## src/rtl/qcl_pulse_sched_if.sv

```systemverilog
// Event/pulse bundle between requesters and the pulse scheduler.
// The master side raises events and the slave side issues the paced pulses.
interface qcl_pulse_sched_if #(
    parameter int els_p = 4
);
    localparam int id_w_lp = $clog2(els_p);

    logic [els_p-1:0]   v_i;
    logic               clr_ovf_i;
    logic               pulse_o;
    logic [id_w_lp-1:0] id_o;
    logic               pending_o;
    logic [els_p-1:0]   ovf_o;

    modport master (
        output v_i, clr_ovf_i,
        input  pulse_o, id_o, pending_o, ovf_o
    );

    modport slave (
        input  v_i, clr_ovf_i,
        output pulse_o, id_o, pending_o, ovf_o
    );
endinterface

```

## src/rtl/qcl_pulse_sched.sv

```systemverilog
// Round-robin pulse scheduler: counts per-requester events and emits paced
// single-cycle pulses, each followed by gap_p idle cycles.
module qcl_pulse_sched #(
    parameter int els_p       = 4,
    parameter int gap_p       = 3,
    parameter int cnt_width_p = 2
) (
    input  logic             clk_i,
    input  logic             reset_i,
    qcl_pulse_sched_if.slave bus
);
    localparam int id_w_lp  = $clog2(els_p);
    localparam int gap_w_lp = $clog2(gap_p + 1);
    localparam logic [cnt_width_p-1:0] cnt_max_lp = '1;

    localparam logic [1:0] IDLE  = 2'd0;
    localparam logic [1:0] ISSUE = 2'd1;
    localparam logic [1:0] GAP   = 2'd2;

    logic [1:0]             r_state;
    logic [1:0]             w_state_n;
    logic [cnt_width_p-1:0] r_cnt [els_p];
    logic [els_p-1:0]       r_ovf;
    logic                   r_pulse;
    logic [id_w_lp-1:0]     r_id;
    logic [id_w_lp-1:0]     r_last;
    logic [gap_w_lp-1:0]    r_gap;

    logic [els_p-1:0]       w_nz;
    logic [els_p-1:0]       w_dec;
    logic [els_p-1:0]       w_drop;
    logic                   w_any;
    logic                   w_grant;
    logic                   w_found;
    logic                   w_gap_done;
    logic [id_w_lp-1:0]     w_pick;

    always_comb begin
        for (int k = 0; k < els_p; k++) begin
            w_nz[k] = (r_cnt[k] != '0);
        end
    end

    assign w_any      = |w_nz;
    assign w_gap_done = (r_gap == gap_w_lp'(gap_p - 1));

    // Search begins one past the last grant and wraps, so every requester gets a turn.
    always_comb begin
        int                 idx;
        logic [id_w_lp-1:0] sel;
        w_pick  = '0;
        w_found = 1'b0;
        idx     = 0;
        sel     = '0;
        for (int i = 0; i < els_p; i++) begin
            idx = (int'(r_last) + 1 + i) % els_p;
            sel = id_w_lp'(idx);
            if (!w_found && w_nz[sel]) begin
                w_found = 1'b1;
                w_pick  = sel;
            end
        end
    end

    always_comb begin
        w_state_n = r_state;
        w_grant   = 1'b0;
        case (r_state)
            IDLE: begin
                if (w_any) begin
                    w_state_n = ISSUE;
                    w_grant   = 1'b1;
                end
            end
            ISSUE: w_state_n = GAP;
            GAP: begin
                if (w_gap_done) begin
                    if (w_any) begin
                        w_state_n = ISSUE;
                        w_grant   = 1'b1;
                    end else begin
                        w_state_n = IDLE;
                    end
                end
            end
            default: w_state_n = IDLE;
        endcase
    end

    // A same-cycle grant absorbs an incoming event, so only a lone increment at max is lost.
    always_comb begin
        for (int k = 0; k < els_p; k++) begin
            w_dec[k]  = w_grant && (w_pick == id_w_lp'(k));
            w_drop[k] = bus.v_i[k] && !w_dec[k] && (r_cnt[k] == cnt_max_lp);
        end
    end

    always_ff @(posedge clk_i) begin
        if (reset_i) begin
            r_state <= IDLE;
            r_ovf   <= '0;
            r_pulse <= 1'b0;
            r_id    <= '0;
            r_last  <= id_w_lp'(els_p - 1);
            r_gap   <= '0;
            for (int k = 0; k < els_p; k++) begin
                r_cnt[k] <= '0;
            end
        end else begin
            r_state <= w_state_n;
            r_pulse <= (w_state_n == ISSUE);
            r_gap   <= (r_state == GAP) ? r_gap + gap_w_lp'(1) : '0;
            if (w_grant) begin
                r_id   <= w_pick;
                r_last <= w_pick;
            end
            for (int k = 0; k < els_p; k++) begin
                if (bus.v_i[k] && !w_dec[k]) begin
                    if (r_cnt[k] != cnt_max_lp) begin
                        r_cnt[k] <= r_cnt[k] + cnt_width_p'(1);
                    end
                end else if (!bus.v_i[k] && w_dec[k]) begin
                    r_cnt[k] <= r_cnt[k] - cnt_width_p'(1);
                end
            end
            r_ovf <= (bus.clr_ovf_i ? '0 : r_ovf) | w_drop;
        end
    end

    assign bus.pulse_o   = r_pulse;
    assign bus.id_o      = r_id;
    assign bus.pending_o = w_any;
    assign bus.ovf_o     = r_ovf;
endmodule

```

## src/flat_wrapper.sv

```systemverilog
// flat-port wrapper written by rule: the top's interface ports become plain ports
module qcl_pulse_sched_flat 
#(
    parameter int els_p       = 4,
    parameter int gap_p       = 3,
    parameter int cnt_width_p = 2
)
  (clk_i, reset_i, bus_v_i, bus_clr_ovf_i, bus_pulse_o, bus_id_o, bus_pending_o, bus_ovf_o);
  qcl_pulse_sched_if #(.els_p(els_p)) bus_i ();
  input  logic clk_i;
  input  logic reset_i;
  input wire logic [$bits(bus_i.v_i)-1:0] bus_v_i;
  input wire logic [$bits(bus_i.clr_ovf_i)-1:0] bus_clr_ovf_i;
  output wire logic [$bits(bus_i.pulse_o)-1:0] bus_pulse_o;
  output wire logic [$bits(bus_i.id_o)-1:0] bus_id_o;
  output wire logic [$bits(bus_i.pending_o)-1:0] bus_pending_o;
  output wire logic [$bits(bus_i.ovf_o)-1:0] bus_ovf_o;
  assign bus_i.v_i = bus_v_i;
  assign bus_i.clr_ovf_i = bus_clr_ovf_i;
  assign bus_pulse_o = bus_i.pulse_o;
  assign bus_id_o = bus_i.id_o;
  assign bus_pending_o = bus_i.pending_o;
  assign bus_ovf_o = bus_i.ovf_o;
  qcl_pulse_sched #(.els_p(els_p), .gap_p(gap_p), .cnt_width_p(cnt_width_p)) u_core (.clk_i(clk_i), .reset_i(reset_i), .bus(bus_i));
endmodule
```

## config.mk

```make
export PLATFORM = sky130hd
export DESIGN_NAME = qcl_pulse_sched_flat
export DESIGN_NICKNAME = d
export VERILOG_FILES = /design/src/rtl/qcl_pulse_sched_if.sv /design/src/rtl/qcl_pulse_sched.sv /design/src/flat_wrapper.sv
export SDC_FILE = /design/constraint.sdc
export NUM_CORES = 1
export LEC_CHECK = 0
export CORE_MARGIN = 2
export CORE_UTILIZATION = 50
export CTS_BUF_LIST = sky130_fd_sc_hd__clkbuf_8
export CTS_CLUSTER_DIAMETER = 150
export DETAILED_ROUTE_END_ITERATION = 6
export PLACE_DENSITY = 0.72
export SKIP_LAST_GASP = 1
export SLEW_MARGIN = 30
export SYNTH_ARGS = -nofsm -noshare
export SYNTH_HDL_FRONTEND = slang
export SYNTH_SLANG_ARGS = --single-unit
```

## constraint.sdc

```tcl
create_clock -name clk_i -period 2.6 [get_ports clk_i]
set_input_delay 0.78 -clock clk_i [delete_from_list [all_inputs] [get_ports clk_i]]
set_output_delay 0.78 -clock clk_i [all_outputs]
set_load 0.05 [all_outputs]
```

==> results.ini, run 1 <==
[run_status]
outcome=finished clean

[yosys]
synth_top_cell_by_area=dfxtp_1
synth_seq_cells=21
synth_warnings=0
synth.top_cells.by_area=dfxtp_1, edfxtp_1, ha_1
most_instantiated_library_cell_after_synthesis=dfxtp_1
yosys-top-cells-count=dfxtp_1, nand2_1, nor2_1
syn_inst=143
synth.net_count=154
synth_top_flop_cell=dfxtp_1
sequential_cell_area_fraction_in_the_yosys_report_pct=37.7
synth_edf_count=8
syn_area_per_cell_um2=9.28
syn_area_um2=1330
synth_cell_types=51
synth_top_area_share_pct=19.6
fraction_of_registers_with_async_set_reset_pct=0

[power]
p_per_area_nw_per_um2=1330
power_uw=2150
leakage_uw=0.000617
ir_worst_vdd_v=0.000868

[timing]
timing.max_slew.rel_slack_pct=65.1
post-route-period-util_pct=95.3
maxSlewViolCount=0
timing.final.crit_period_ns=2.48
worst_pin_slew_ns=0.518
fin_worst_skew_ns=0.00566
max_clock_freq_mhz=404
setup_violations=0
hold_viol=0
hold-worst-slack_ns=0.419
totalNegativeSetupSlack_ns=0

[floorplan]
die_y_um=55.5
full_die_area_um2=3080
chipWidth_um=55.5
floorplan.initialDensity_pct=53.1
core_footprint_um2=2500
rows=18
io_pins=15

[grt]
number_of_global_route_vias_before_repair=1090
first_pass_grt_wire_length_mm=4.98
grt_start_max_net_pins=23
number_of_antenna_violations_at_the_first_check_in_global_routing=0
globalRouteOverflowTotal=0
grt.total_usage_pct=19.9

[cells_and_area]
design.final.nets=174
drive_above_1_share_pct=19.8
antenna-diode-count=0
syn_to_final_growth_pct=21.2
num-fill-cells=220

[routing]
wl_per_cell_um=15.2
drt_pass1_iterations=4
drtIter0Drc=41
routed_wirelength_mm=2.91
routed-via-count=1173
drtAntennaViolNets=0
remaining_drc_errors=0
route.detailed.vias_per_inst=6.11

[clock_network]
worstSkewPairLatency_ns=0.26
clock-root-buffer=clkbuf_8
htreeDepth=1
clk_path_buf_depth=2
cts_tree=done
cts.reportedPaths.clkPinSlew_ns=0.07
numClockSinks=21
cts_made_buffers=3
hold_buffers=0

[critical_path]
timing.critical_path.to_type=flip-flop
critical_path_peak_fanout=9
arrival_ns=2.46
reg2reg_setup_slack_ns=0.12
critPathLaunchType=flip-flop
critical_path_required_ns=2.58
critical_path_class=reg -> reg

[placed_design]
count_of_buffers_from_port_buffering=14
place_hpwl_mm=2.08
finalWeightedCongestion=0.889

[worst_hold_path]
hold_path_class=reg -> reg

[flow_run]
number_of_maximum_capacitance_constraint_violations=0

==> report_power, final <==
| group | internal [uW] | leakage (uW) | switching (uW) | total (uW) |
|---|---|---|---|---|
| sequential | 474 | 0.000194 | 141 | 616 |
| combinational | 565 | 0.000398 | 749 | 1310 |
| clock | 107 | 0.0000255 | 110 | 217 |
| total | 1150 | 0.000617 | 1000 | 2150 |
==> path summary, 6_finish.rpt <==
kind | startpoint | to | cells past startpoint
hold reg to reg | u_core.r_gap[0]$_SDFF_PP0_ | u_core.r_gap[0]$_SDFF_PP0_ | 1
hold / removal | u_core.r_gap[0]$_SDFF_PP0_ | u_core.r_gap[0]$_SDFF_PP0_ | 1
setup / recovery | u_core.r_cnt[3][1]$_DFFE_PP_ | u_core.r_cnt[0][0]$_SDFFCE_PN0P_ | 8
setup reg to reg | u_core.r_cnt[3][1]$_DFFE_PP_ | u_core.r_cnt[0][0]$_SDFFCE_PN0P_ | 8
==> timing repair <==
item	CTS	global route
setup buffers	0	2
resized for setup	0	8
setup endpoints to repair	0	15
==> layer usage <==
metal	global-route usage, %	up-vias	wire length (um)
li1	-	568	-
met1	26.6	564	1310
met2	31.5	32	1430
met3	3.04	9	104
met4	9.06	0	62
met5	0	-	0
==> critical path, cell delays in order, from the launching register on <==
cell and delay (ns):
edfxtp_1 0.37, inv_2 0.08, ha_4 0.18, nor4b_1 0.15, a311o_1 0.34, a311o_1 0.37
o21ai_4 0.32, nand2b_1 0.22, a211o_1 0.18
==> placed cells by master, fill, tap and decap left out, types with 2 or more instances in the layout <==
cell type         n
or3_1             3
clkbuf_8          3
nor4b_1           2
nor3_1            6
inv_1             5
a311o_1           2
ha_4              2
nor2_1           10
nand2_1          12
mux2i_1           2
nor2b_1           3
inv_2             2
nand3_1           4
buf_4             8
edfxtp_1          8
a32oi_1           2
dfxtp_1          13
o21a_1            4
o21ai_0           4
ha_1              2
a21oi_1           9
o211ai_1          4
nand2b_1          3
mux2_4            2
clkdlybuf4s50_1  13
nor2_2            2
a21boi_0          2
xor2_1            4
==> kinds of logic after synthesis <==
| group | Yosys count | share of synthesized area [%] |
|---|---|---|
| flip-flops | 21 | 37.7 |
| multiplexers | 4 | 3.77 |
| AO/OA/AOI/OAI | 41 | 25.3 |
| buffers and inverters | 13 | 4.05 |
| AND/OR/NAND/NOR | 56 | 22.8 |
| XOR/XNOR | 4 | 2.64 |
| adder cells (fa/ha/maj) | 4 | 3.77 |
==> metrics by stage <==
| stage | std cells | worst slack [ns] | utilization (%) | area (um^2) |
|---|---|---|---|---|
| floorplan | 143 | 0.186 | - | 1330 |
| global placement | 186 | 0.0889 | 60.5 | 1510 |
| CTS | 190 | 0.0276 | 62.4 | 1560 |
| detailed placement | 186 | 0.0579 | 60.5 | 1510 |
| global route | 192 | -0.0255 | 64.4 | 1610 |
| finish | 192 | 0.122 | 64.4 | 1610 |
==> area by class of cell <==
cell class / instances / area [um^2] / share of cell area (%)
clock inverter: 1 / 5.00 / 0.311
inverter: 7 / 26.3 / 1.63
timing repair buffer: 21 / 190 / 11.8
sequential: 21 / 500 / 31.1
clock buffer: 3 / 41.3 / 2.57
multi-input combinational: 109 / 808 / 50.2
tap: 30 / 37.5 / 2.33
==> state kept, by name, indices dropped and copies added (netlist names) <==
signal,cells
u_core.r_cnt,8
u_core.bus.ovf_o,4
u_core.bus.id_o,2
u_core.r_gap,2
u_core.r_last,2
u_core.r_state,2
u_core.bus.pulse_o,1
Note: power is estimated with default switching activity, not from simulation.
==> run 2: changes to the inputs <==
RECOVER_POWER = 50   (was not set)
==> run 2 against run 1 <==
  * Sequential share of layout area hardly changed
  * Clock skew is 0.0021 ns lower
  * Clock-buffer cell count stayed put
  * Setup slack worse by 0.0024 ns
  * First-iteration DRC count is 29% lower
  * Register-to-register slack hardly changed
  * Critical endpoint unchanged
  * Highest routed layer unchanged
==> results.ini, run 2 (synthesis gave the netlist of run 1 again) <==
[power]
power_uw=2150  ; about the same
comb_power_share_pct=61.3  ; about the same
sequentialPowerShare_pct=28.7  ; about the same
p_per_area_nw_per_um2=1330  ; about the same
power.clock.fraction_pct=10.0  ; about the same
switching_share_pct=46.7  ; +0.095 points
switching_power_uw=1000  ; +0.16%
intPower_uw=1140  ; -0.22%
ir_worst_vdd_v=0.000869  ; about the same
leakage_uw=0.000617  ; -0.12%

[timing]
hold_viol=0  ; unchanged
timing.final.crit_period_ns=2.48  ; +0.00237 ns
totalNegativeSetupSlack_ns=0  ; unchanged
post-route-period-util_pct=95.4  ; about the same
fin_worst_skew_ns=0.00360  ; -0.00206 ns
worst_pin_slew_ns=0.521  ; +0.00335 ns
maxSlewViolCount=0  ; unchanged
max_clock_freq_mhz=403  ; about the same
timing.max_slew.rel_slack_pct=64.9  ; -0.23 points
setup_violations=0  ; unchanged

[critical_path]
timing.critical_path.to_type=flip-flop
rr_endpoint=u_core.r_cnt[0][0]$_SDFFCE_PN0P_
critical_path_class=reg -> reg
critical_path_required_ns=2.58  ; about the same
reg2reg_setup_slack_ns=0.12  ; about the same
arrival_ns=2.46  ; about the same
crit-reg2reg-launch=u_core.r_cnt[3][1]$_DFFE_PP_
critical_path_peak_fanout=9  ; unchanged
critPathLaunchType=flip-flop
rr_worst_depth=8  ; unchanged

[floorplan]
rows=18  ; unchanged
chipWidth_um=55.5  ; unchanged
core_footprint_um2=2500  ; unchanged
die_y_um=55.5  ; unchanged
floorplan.initialDensity_pct=53.1  ; unchanged
io_pins=15  ; unchanged
full_die_area_um2=3080  ; unchanged

[cells_and_area]
drive_above_1_share_pct=19.1  ; -0.62 points
syn_to_final_growth_pct=21.1  ; about the same
max_flop_register=u_core.r_cnt
antenna-diode-count=0  ; unchanged
design.final.nets=174  ; unchanged
largest_reg_flops=8  ; unchanged
most-common-layout-cells=clkdlybuf4s50_1, dfxtp_1, nand2_1

[worst_hold_path]
min_to=u_core.r_gap[0]$_SDFF_PP0_
hold_path_class=reg -> reg
hold_depth=1  ; unchanged
hold_path_startpoint=u_core.r_gap[0]$_SDFF_PP0_

[routing]
drtAntennaViolNets=0  ; unchanged
drt_pass1_iterations=4  ; unchanged
wl_per_cell_um=15.2  ; +0.24%
route.detailed.vias_per_inst=6.08  ; -0.43%
drtIter0Drc=29  ; -29%
remaining_drc_errors=0  ; unchanged
routed_wirelength_mm=2.92  ; +0.24%
routed-via-count=1168  ; -0.43%

[clock_network]
hold_buffers=0  ; unchanged
numClockSinks=21  ; unchanged
cts.reportedPaths.clkPinSlew_ns=0.08  ; about the same
cts_made_buffers=3  ; unchanged
cts_tree=done
clock-root-buffer=clkbuf_8
clk_path_buf_depth=2  ; unchanged
worstSkewPairLatency_ns=0.26  ; about the same
htreeDepth=1  ; unchanged

[grt]
grt.total_usage_pct=19.9  ; unchanged
globalRouteOverflowTotal=0  ; unchanged
grt_start_max_net_pins=23  ; unchanged
number_of_global_route_vias_before_repair=1090  ; unchanged
number_of_antenna_violations_at_the_first_check_in_global_routing=0  ; unchanged
first_pass_grt_wire_length_mm=4.98  ; unchanged

[run_status]
outcome=finished clean

[flow_run]
number_of_maximum_capacitance_constraint_violations=0  ; unchanged

[placed_design]
count_of_buffers_from_port_buffering=14  ; unchanged
finalWeightedCongestion=0.889  ; unchanged
place_hpwl_mm=2.08  ; unchanged

[run 2: cell types whose count changed in the layout (fill, tap and decap cells not counted)]
| cell | previous run | this run |
|---|---|---|
| a311o_2 | 1 | 0 |
| a311o_1 | 2 | 3 |
[run 2: worst max path at each step]
stage / startpoint / to / slack [ns] / cells after the start
2_1_floorplan: u_core.r_cnt[3][0]$_DFFE_PP_ / u_core.r_cnt[3][0]$_DFFE_PP_ / 0.19 / 8
5_1_grt: u_core.r_cnt[3][1]$_DFFE_PP_ / u_core.r_cnt[1][1]$_SDFFCE_PN0P_ / -0.03 / 8
3_3_place_gp: u_core.r_cnt[3][1]$_DFFE_PP_ / u_core.r_cnt[0][1]$_SDFFCE_PN0P_ / 0.09 / 8
4_1_cts: u_core.r_cnt[3][1]$_DFFE_PP_ / u_core.r_cnt[1][0]$_SDFFCE_PN0P_ / 0.03 / 8
6_report: u_core.r_cnt[3][1]$_DFFE_PP_ / u_core.r_cnt[0][0]$_SDFFCE_PN0P_ / 0.12 / 8
3_5_place_dp: u_core.r_cnt[3][1]$_DFFE_PP_ / u_core.r_cnt[1][0]$_SDFFCE_PN0P_ / 0.06 / 8
[run 2: repair_timing]
item | 4_1_cts | 5_1_grt
setup endpoints to repair | 0 | 15
gates resized for setup | 0 | 8
setup buffers | 0 | 2
[run 2: cell type report]
cell class,instances,area (um^2)
clock buffers,3,41.3
clock inverters,1,5.00
fillers,221,892
inverters,7,26.3
multi-input cells,109,807
flip-flops and latches,21,500
well taps,30,37.5
repair buffers,21,190
[run 2: power by group through the flow]
| stage | combinational, uW | sequential, uW | clock [uW] |
|---|---|---|---|
| 5_1_grt | 1450 | 636 | 233 |
| 3_3_place_gp | 1190 | 609 | 0 |
| 2_1_floorplan | 917 | 615 | 0 |
| 3_5_place_dp | 1210 | 614 | 0 |
| 6_report | 1310 | 617 | 215 |
| 4_1_cts | 1230 | 607 | 220 |
[run 2: layer usage]
metal  up-vias  track usage (%)  part of all wire, %
met5         -                0                    0
met4         0             9.06                  2.3
li1        564                -                    -
met2        23             31.5                   49
met3         9             3.04                  2.8
met1       572             26.6                   46
[run 2: through the flow]
| step | hold WS [ns] | std cells | util (%) | setup WS (ns) | cell area [um^2] |
|---|---|---|---|---|---|
| 3_3_place_gp | 0.402 | 186 | 60.5 | 0.0889 | 1510 |
| 5_1_grt | 0.445 | 192 | 64.3 | -0.0255 | 1610 |
| 2_1_floorplan | 0.391 | 143 | - | 0.186 | 1330 |
| 6_report | 0.419 | 192 | 64.3 | 0.119 | 1610 |
| 3_5_place_dp | 0.404 | 186 | 60.5 | 0.0579 | 1510 |
| 4_1_cts | 0.416 | 190 | 62.4 | 0.0276 | 1560 |
[run 2: critical path, stage by stage, from the launching register on]
cell and delay (ns):
edfxtp_1 0.37, inv_2 0.08, ha_4 0.18, nor4b_1 0.15
a311o_1 0.34, a311o_1 0.37, o21ai_4 0.32, nand2b_1 0.22
a211o_1 0.18
